File: src/rtl/qif_synapse_driver_pkg.sv
// Shared types and limits for the QIF synaptic current path.
// The current type is shared with the neuron's I_syn input.
package qif_synapse_driver_pkg;

    localparam int ISYN_W = 8;

    typedef logic signed [ISYN_W-1:0] syn_val_t;

    localparam logic signed [ISYN_W:0] SAT_MAX = 9'sd127;
    localparam logic signed [ISYN_W:0] SAT_MIN = -9'sd128;

    typedef enum logic [1:0] {
        ST_EMPTY,
        ST_ACTIVE,
        ST_FULL
    } fifo_state_t;

    // Clamp a one-bit-wider signed sum back into the current range
    function automatic syn_val_t sat8(input logic signed [ISYN_W:0] v);
        if (v > SAT_MAX) begin
            return SAT_MAX[ISYN_W-1:0];
        end else if (v < SAT_MIN) begin
            return SAT_MIN[ISYN_W-1:0];
        end
        return v[ISYN_W-1:0];
    endfunction

endpackage

File: src/rtl/qif_synapse_driver_fifo.sv
// Small synchronous event FIFO; the EMPTY/ACTIVE/FULL control state
// directly provides the registered empty and full flags.
module syn_event_fifo
    import qif_synapse_driver_pkg::*;
#(
    parameter int WIDTH = 2,
    parameter int DEPTH = 4
) (
    input  logic                   clk,
    input  logic                   rst_n,
    input  logic                   push,
    input  logic [WIDTH-1:0]       push_data,
    input  logic                   pop,
    output logic [WIDTH-1:0]       head_data,
    output logic [$clog2(DEPTH):0] level,
    output logic                   full,
    output logic                   empty
);

    localparam int PTR_W = $clog2(DEPTH);
    localparam int LVL_W = PTR_W + 1;

    fifo_state_t      state;
    logic [PTR_W-1:0] wr_ptr;
    logic [PTR_W-1:0] rd_ptr;
    logic [WIDTH-1:0] mem [DEPTH];
    logic             do_push;
    logic             do_pop;

    assign full      = (state == ST_FULL);
    assign empty     = (state == ST_EMPTY);
    assign do_push   = push && !full;
    assign do_pop    = pop && !empty;
    assign head_data = mem[rd_ptr];

    always_ff @(posedge clk) begin
        if (do_push) begin
            mem[wr_ptr] <= push_data;
        end
    end

    // Pointers wrap naturally because DEPTH is a power of two
    always_ff @(posedge clk or posedge rst_n) begin
        if (rst_n) begin
            state  <= ST_EMPTY;
            level  <= '0;
            wr_ptr <= '0;
            rd_ptr <= '0;
        end else begin
            if (do_push) begin
                wr_ptr <= wr_ptr + PTR_W'(1);
            end
            if (do_pop) begin
                rd_ptr <= rd_ptr + PTR_W'(1);
            end
            case (state)
                ST_EMPTY: begin
                    if (do_push) begin
                        level <= LVL_W'(1);
                        state <= ST_ACTIVE;
                    end
                end
                ST_ACTIVE: begin
                    if (do_push && !do_pop) begin
                        level <= level + LVL_W'(1);
                        if (level == LVL_W'(DEPTH - 1)) begin
                            state <= ST_FULL;
                        end
                    end else if (do_pop && !do_push) begin
                        level <= level - LVL_W'(1);
                        if (level == LVL_W'(1)) begin
                            state <= ST_EMPTY;
                        end
                    end
                end
                ST_FULL: begin
                    if (do_pop) begin
                        level <= level - LVL_W'(1);
                        state <= ST_ACTIVE;
                    end
                end
                default: state <= ST_EMPTY;
            endcase
        end
    end

endmodule

File: src/rtl/qif_synapse_driver.sv
// Event-driven synaptic current source: buffered spike events are weighted
// and accumulated with saturation; each tick decays the current toward zero.
module qif_synapse_driver
    import qif_synapse_driver_pkg::*;
#(
    parameter int N_INPUTS    = 4,
    parameter int IDX_W       = 2,
    parameter int FIFO_DEPTH  = 4,
    parameter int DECAY_SHIFT = 2
) (
    input  logic                        clk,
    input  logic                        rst_n,
    input  logic                        tick,
    input  logic                        spike_valid,
    input  logic [IDX_W-1:0]            spike_idx,
    output logic                        spike_ready,
    input  logic                        w_we,
    input  logic [IDX_W-1:0]            w_addr,
    input  syn_val_t                    w_data,
    output syn_val_t                    i_syn,
    output logic [$clog2(FIFO_DEPTH):0] fifo_level
);

    syn_val_t                weight [N_INPUTS];
    logic [IDX_W-1:0]        head_idx;
    logic                    fifo_full;
    logic                    fifo_empty;
    logic                    push;
    logic                    pop;
    syn_val_t                head_weight;
    syn_val_t                decay_amt;
    syn_val_t                i_syn_next;
    logic signed [ISYN_W:0]  acc_sum;

    // Ticks take priority, so the FIFO only drains in non-tick cycles
    assign spike_ready = !rst_n && !fifo_full;
    assign push        = spike_valid && spike_ready;
    assign pop         = !tick && !fifo_empty;

    syn_event_fifo #(
        .WIDTH (IDX_W),
        .DEPTH (FIFO_DEPTH)
    ) u_fifo (
        .clk       (clk),
        .rst_n     (rst_n),
        .push      (push),
        .push_data (spike_idx),
        .pop       (pop),
        .head_data (head_idx),
        .level     (fifo_level),
        .full      (fifo_full),
        .empty     (fifo_empty)
    );

    // A write racing a pop of the same index is seen only from the next cycle
    always_ff @(posedge clk or posedge rst_n) begin
        if (rst_n) begin
            for (int i = 0; i < N_INPUTS; i++) begin
                weight[i] <= '0;
            end
        end else if (w_we) begin
            weight[w_addr] <= w_data;
        end
    end

    // Small positive values would stall under a pure shift, so force a -1 step
    always_comb begin
        head_weight = weight[head_idx];
        decay_amt   = i_syn >>> DECAY_SHIFT;
        acc_sum     = {i_syn[ISYN_W-1], i_syn} + {head_weight[ISYN_W-1], head_weight};
        i_syn_next  = i_syn;
        if (tick) begin
            if (!i_syn[ISYN_W-1] && (i_syn != '0) && (decay_amt == '0)) begin
                i_syn_next = i_syn - ISYN_W'(1);
            end else begin
                i_syn_next = i_syn - decay_amt;
            end
        end else if (!fifo_empty) begin
            i_syn_next = sat8(acc_sum);
        end
    end

    always_ff @(posedge clk or posedge rst_n) begin
        if (rst_n) begin
            i_syn <= '0;
        end else begin
            i_syn <= i_syn_next;
        end
    end

endmodule

File: config.mk
export PLATFORM = sky130hd
export DESIGN_NAME = qif_synapse_driver
export DESIGN_NICKNAME = d
export VERILOG_FILES = /design/src/rtl/qif_synapse_driver_pkg.sv /design/src/rtl/qif_synapse_driver_fifo.sv /design/src/rtl/qif_synapse_driver.sv
export SDC_FILE = /design/constraint.sdc
export NUM_CORES = 1
export LEC_CHECK = 0
export CAP_MARGIN = 30
export CORE_UTILIZATION = 50
export DETAILED_ROUTE_END_ITERATION = 6
export PLACE_DENSITY = 0.7
export SYNTH_ARGS = -nofsm -noshare
export SYNTH_HDL_FRONTEND = slang
export SYNTH_SLANG_ARGS = --single-unit
File: constraint.sdc
create_clock -name clk -period 7 [get_ports clk]
set_clock_uncertainty 0.05 [all_clocks]
set_input_delay 1.4 -clock clk [delete_from_list [all_inputs] [get_ports clk]]
set_output_delay 1.4 -clock clk [all_outputs]
set_load 0.01 [all_outputs]
* Word level (Yosys, flattened, before mapping)
Memory sizes are Yosys's and may differ from the RTL's.
Cells that the tools add are included.
** Storage, ports and cells
- Register bits :: 49
- Bits in writable memories :: 8
- Input bits :: 17
- Output and inout bits :: 12
- Logic and storage cells :: 87
- Memories kept :: 1
** Memories
- u_fifo.mem :: words 4, width 2, rd ports 1, clocked after Yosys merged registers in 0, wr ports 1, RTL line qif_synapse_driver_fifo.sv:26 : logic [WIDTH-1:0] mem [DEPTH];
** Cells by class
- Add/subtract/negate cells :: 7
- $lt $le $gt $ge :: 5
- Equality and inequality tests :: 10
- Muxes and demuxes :: 30
- Bitwise operators :: 2
- Reductions and logical operators :: 23
** Operators with widths (number)
- $mux 8 :: 9
- $bwmux 32 :: 1
- $bmux 8 s2 :: 1
- $demux 8 s2 :: 1
- $mux 2 :: 6
- $mux 3 :: 4
- $logic_and 1x1->1 :: 10
- $add 8x8->9 :: 1
- $gt 9x8->1 const B :: 1
- $lt 9x8->1 const B :: 1
- $pmux 3 s3 :: 1
- $logic_not 8->1 :: 1
- $reduce_bool 8->1 :: 1
- $sub 8x2->8 const B :: 1
- $sub 8x6->8 :: 1
- $logic_not 1->1 :: 7
- $ge 3x3->1 const B :: 2
- $mux 1 :: 6
- $ne 3x1->1 const B :: 2
- $not 2->3 :: 2
- $pmux 2 s3 :: 1
- $reduce_and 5->1 :: 1
- $add 2x1->2 const B :: 2
- $ne 2x2->1 const B :: 2
- 12 further kinds :: 12

* Depth between registers and ports, before layout
An unclocked memory read counts as a cell.
- Depth in word-level cells :: 14
- Mapped depth :: 13
- Depth with buffers taken out :: 13

* Modules after synthesis
A second synthesis with hierarchy kept.
** Second synthesis, totals
- Cell total of the unflattened synthesis :: 292
- Area total of the unflattened synthesis :: 3478.3 µm²
** Modules (own cells, without submodules)
- qif_synapse_driver :: times used 1, cells an instance 214, area each 2501.1 µm², sequential area each 1001.0 µm²
- syn_event_fifo :: times used 1, cells an instance 78, area each 977.2 µm², sequential area each 465.4 µm²

* Worst setup path after synthesis
No wires, ideal clock.
- Kind :: register to register
- Start :: register u_fifo.rd_ptr[0]
- End :: register i_syn[5]
- Setup time :: 138 ps
- Arrival time :: 3071 ps
- Data required time :: 6812 ps
- Slack :: 3741 ps
- Cell stages (with the launch flop) :: 13
- Path buffers :: 1
- Clock period less this slack :: 3259 ps
- Path through :: dfrtp_1 > mux4_2 > buf_4 > mux4_2 > ha_1 > inv_1 > fa_1 > nand2b_1 > a21oi_1 > or4_4 > a21oi_4 > o2bb2ai_2 > a221oi_2
** On the way
- Word-level cells in the longest chain between the ends :: 14
- Elaborated cells on any way between the ends :: 16
- Those cells by class :: 1 x add/sub; 2 x order compare; 11 x mux; 1 x bitwise; 1 x memory
** RTL lines
- start: declaration :: RTL line qif_synapse_driver_fifo.sv:25 : logic [PTR_W-1:0] rd_ptr;
- start signal: assignment :: RTL line qif_synapse_driver_fifo.sv:54 : rd_ptr <= rd_ptr + PTR_W'(1);
- $mem_v2 4x2 *
- $not 2->3 (not written as such) * :: RTL line qif_synapse_driver.sv:68 : head_weight = weight[head_idx];
- $bmux 8 s2 * :: RTL line qif_synapse_driver.sv:68
- $mux 8 (not written as such) * (2 in a row) :: RTL line qif_synapse_driver.sv:68
- $add 8x8->9 * :: RTL line qif_synapse_driver.sv:70 : acc_sum = {i_syn[ISYN_W-1], i_syn} + {head_weight[ISYN_W-1], head_weight};
- $lt 9x8->1 :: RTL line qif_synapse_driver_pkg.sv:22 : end else if (v < SAT_MIN) begin
- $mux 1 :: RTL line qif_synapse_driver_pkg.sv:22
- $mux 1 :: RTL line qif_synapse_driver_pkg.sv:20 : if (v > SAT_MAX) begin
- $mux 1 :: RTL line qif_synapse_driver.sv:78 : end else if (!fifo_empty) begin
- $mux 1 :: RTL line qif_synapse_driver.sv:72 : if (tick) begin
- $mux 8 * :: RTL line qif_synapse_driver_pkg.sv:25 : return v[ISYN_W-1:0];
- $mux 8 * :: RTL line qif_synapse_driver.sv:78
- $mux 8 * :: RTL line qif_synapse_driver.sv:72
- end signal: assignment :: RTL line qif_synapse_driver.sv:87 : i_syn <= i_syn_next;
- end: declaration :: RTL line qif_synapse_driver.sv:20 : output syn_val_t i_syn,
Mark *: on every way between the ends. The rest lies on a longest branch, timed or not. The select of a mux whose other input is x is not followed.
A chain may end at the register's enable or synchronous reset.

* Worst setup path in the final report
- Start :: input port rst_n
- End :: output port spike_ready
** On the way
- Word-level cells in the longest chain between the ends :: 2
** RTL lines
- start: declaration :: RTL line qif_synapse_driver.sv:12 : input logic rst_n,
- $logic_not 1->1 (no line)
- $logic_and 1x1->1 :: RTL line qif_synapse_driver.sv:36 : assign spike_ready = !rst_n && !fifo_full;
- end: declaration :: RTL line qif_synapse_driver.sv:16 : output logic spike_ready,
No other way between the ends.

==> metrics.md <==
| Metric | Value |
|---|---|
| Synth top area share | `0.3504` |
| FP Rows | `30` |
| Hold EP | `weight[21]$_DFFE_PP0P_` |
| Clock Sinks | `57` |
| Die area | `between 7000 and 8000 um^2` |
| Drt total wl | `6518 um` |
| VDD IR-drop max | `0.2334 mV` |
| Reg2reg setup slack | `3.44 ns` |
| Slew Limit Fails | `0` |
| CP startpoint kind | `primary input` |
| Initial antenna violation count | `0` |
| Worst slew pin tran | `0.8526 ns` |
| Yosys warnings | `0` |
| Largest net degree at the start of global routing | `40` |
| Failing checks | `DRC` |
| Max_slew headroom | `0.4295` |
| Fin crit period | `3.933 ns` |
| Clock Path Buffers | `2` |
| Post-cts sizing count | `0` |
| DR top layer | `met4` |
| Port Buffers | `28` |
| Final Hold Viols | `0` |
| Clk slew on worst S/H paths | `0.07 ns` |
| Cell taking the most area after synthesis | `dfrtp_1` |
| Sw frac | `0.4169` |
| Min-delay src | `weight[21]$_DFFE_PP0P_` |
| Seq cells post-synth | `between 50 and 60` |
| Iteration-0 DRC Markers | `between 100 and 150` |
| Critical Path RT | `around 5.6 ns` |
| Via-per-instance ratio | `5.465` |
| CTS tree | `done` |
| Maximum clock rate | `between 200 and 300 MHz` |
| Number of global-route vias before repair | `approximately 2400` |
| Post-route setup TNS | `0 ns` |
| Period utilization | `0.5619` |
| Register area share after synthesis | `0.4190` |
| LEAKAGE | `around 1.7 nW` |
| Starting Density | `0.5151` |
| Gr usage total | `0.2053` |
| Met1 wire length | `approximately 3100 um` |
| WL/cell | `15.09 um` |
| Main synth FF type | `dfrtp_1` |
| Met2 Wirelength | `3183 um` |
| Vias | `2361` |
| Detailed placement HPWL | `4822 um` |
| Capture point of the worst reg-to-reg path | `i_syn[5]$_DFFE_PP0P_` |
| FF-to-FF Start | `u_fifo.rd_ptr[0]$_DFFE_PP0P_` |
| Layout overhead on the synthesized area | `16.52%` |
| Num ports | `29` |
| Max-cap violations | `0` |
| Hold path cells | `1` |
| H-tree Lvls | `3` |
| Core ar. | `6794 um^2` |
| Antenna Nets Post-Route | `0` |
| RSZ-0062 raised after global routing | `false` |
| DRC | `1` |
| CTS root buffer | `clkbuf_8` |
| Final setup fails | `0` |
| Die height | `85.66 um` |
| Register share of total power | `0.251` |
| Status | `finished with violations` |
| WS Path Type | `primary input to primary output` |
| Fill count | `585` |
| Final nets | `379` |
| GPL Wtd Cong | `0.8209` |
| Critical Path AT | `2.48 ns` |
| Met3 routed WL | `130 um` |
| Synth async-reset ratio | `0.8596` |
| Crit-path max FO | `3` |
| Global-route wire length before repair | `11650 um` |
| Worst min path class | `flip-flop to flip-flop` |
| Number of enable flip-flop cells after synthesis | `8` |
| Switch Pwr | `0.0008542 W` |
| Final total power | `0.002049 W` |
| Syn_nets | `347` |
| CP Capture Type | `primary output` |
| Chip Width | `85.66 um` |
| Post-CTS setup buffer count | `0` |
| N_diodes | `0` |
| 1st-pass router iterations | `6` |
| CTS buffer count | `9` |
| Hold buffer count at cts | `0` |
| Int Power | `0.001195 W` |
| Comb power frac | `0.600` |
| Layout cells sized above 1 | `0.2083` |
| Clock share of power | `0.149` |
| R2R depth | `11` |
| Synthesized instance count | `299` |
| Yosys cell types | `55` |
| Remaining Overflow, GRT | `0` |
| Worst-Skew Late Latency | `0.33 ns` |
| Mapped Area | `3500 um^2` |
| Pwr dens | `502.4 nW/um^2` |
| Avg Cell Area, Syn | `11.70 um^2` |
| Top post-synthesis cells by area | `dfrtp_1 35%, ha_1 10%, mux2_2 10%` |
## how the worst max path moves through the flow
stage,startpoint,end,slack [ns],depth (start not counted)
floorplan,u_fifo.rd_ptr[0]$_DFFE_PP0P_,i_syn[5]$_DFFE_PP0P_,3.74,12
global placement,rst_n,spike_ready,3.07,3
detailed placement,rst_n,spike_ready,3.07,3
CTS,rst_n,spike_ready,3.06,3
global route,rst_n,spike_ready,3.01,3
finish,rst_n,spike_ready,3.07,3
## placed cells by master, fill, tap and decap left out, drive strengths merged, types with 4 or more instances in the layout
cell and instances:
and2 4, mux4 9, nor2b 6, o21ai 13, o211ai 4, edfxtp 8
xor2 4, dfrtp 49, nand2 15, nor2 12, mux2 32, clkbuf 11
o311ai 4, nand3 6, mux2i 6, inv 23, clkdlybuf4s50 28, a21oi 14
nand2b 7, a211oi 5, ha 29, a21o 4, xnor2 5
## layout make-up
type,count,area (um^2),share of cell area
Multi-Input combinational cell,211,1908,0.4679
Sequential cell,57,1466,0.3596
Timing Repair Buffer,29,300.3,0.07364
Clock buffer,11,141.4,0.03467
Tap cell,96,120.1,0.02946
Inverter,23,86.33,0.02117
Clock inverter,5,55.05,0.01350
## cell usage after synthesis (all sizes together), types with 4 or more instances
master   n
dfrtp   49
inv     23
xor2     4
nor2b    6
and2     4
ha      29
o211ai   4
a21o     4
a21oi   14
mux4     9
mux2i    6
a211oi   5
o21ai   13
nor2    12
mux2    32
xnor2    5
nand2b   7
edfxtp   8
o311ai   4
nand3    6
buf      5
nand2   15
## sequential cells by signal (all words and copies together) (netlist names)
register and flops:
u_fifo.state 2, weight 32, u_fifo.rd_ptr 2, i_syn 8, u_fifo.level 3, u_fifo.mem 8, u_fifo.wr_ptr 2
## through the flow
step | util | area [um^2] | std cells | setup slack (ns) | hold WS (ns)
3_5_place_dp | 0.5713 | 3881 | 416 | 3.069 | 0.4402
6_report | 0.6002 | 4078 | 432 | 3.067 | 0.4511
3_3_place_gp | 0.5683 | 3861 | 415 | 3.074 | 0.4345
5_1_grt | 0.6002 | 4078 | 432 | 3.014 | 0.4610
2_1_floorplan | - | 3500 | 299 | 3.741 | 0.4239
4_1_cts | 0.6002 | 4078 | 432 | 3.058 | 0.4556
## worst max-delay path: stages
cell	delay [ns]
clkdlybuf4s50_1	0.44
nor2_1	0.10
clkdlybuf4s50_1	0.54
## kinds of logic (layout without fill, tap and decap cells)
| kind of cell | count (synthesis) | count (layout) | share of synthesized area |
|---|---|---|---|
| flip-flops | 57 | 57 | 0.4190 |
| AO/OA/AOI/OAI | 61 | 61 | 0.1287 |
| buffers and inverters | 31 | 68 | 0.03575 |
| multiplexers | 47 | 47 | 0.1780 |
| adder cells (fa/ha/maj) | 31 | 31 | 0.1151 |
| XOR/XNOR | 9 | 9 | 0.02252 |
| AND/OR/NAND/NOR | 63 | 63 | 0.1008 |
## power groups by stage
stage          registers (W)  clock network [W]  logic, W
3_5_place_dp        0.000520                  0   0.00123
2_1_floorplan       0.000509                  0  0.000968
6_report            0.000514           0.000305   0.00123
3_3_place_gp        0.000516                  0   0.00120
5_1_grt             0.000529           0.000326   0.00139
4_1_cts             0.000514           0.000310   0.00124
## per-layer routing
layer	global-route usage	vias to the layer above
met5	0	-
met4	0.07273	0
met3	0.03176	8
met2	0.3404	28
met1	0.2758	1166
li1	-	1159
(Power assumes the default switching activity.)
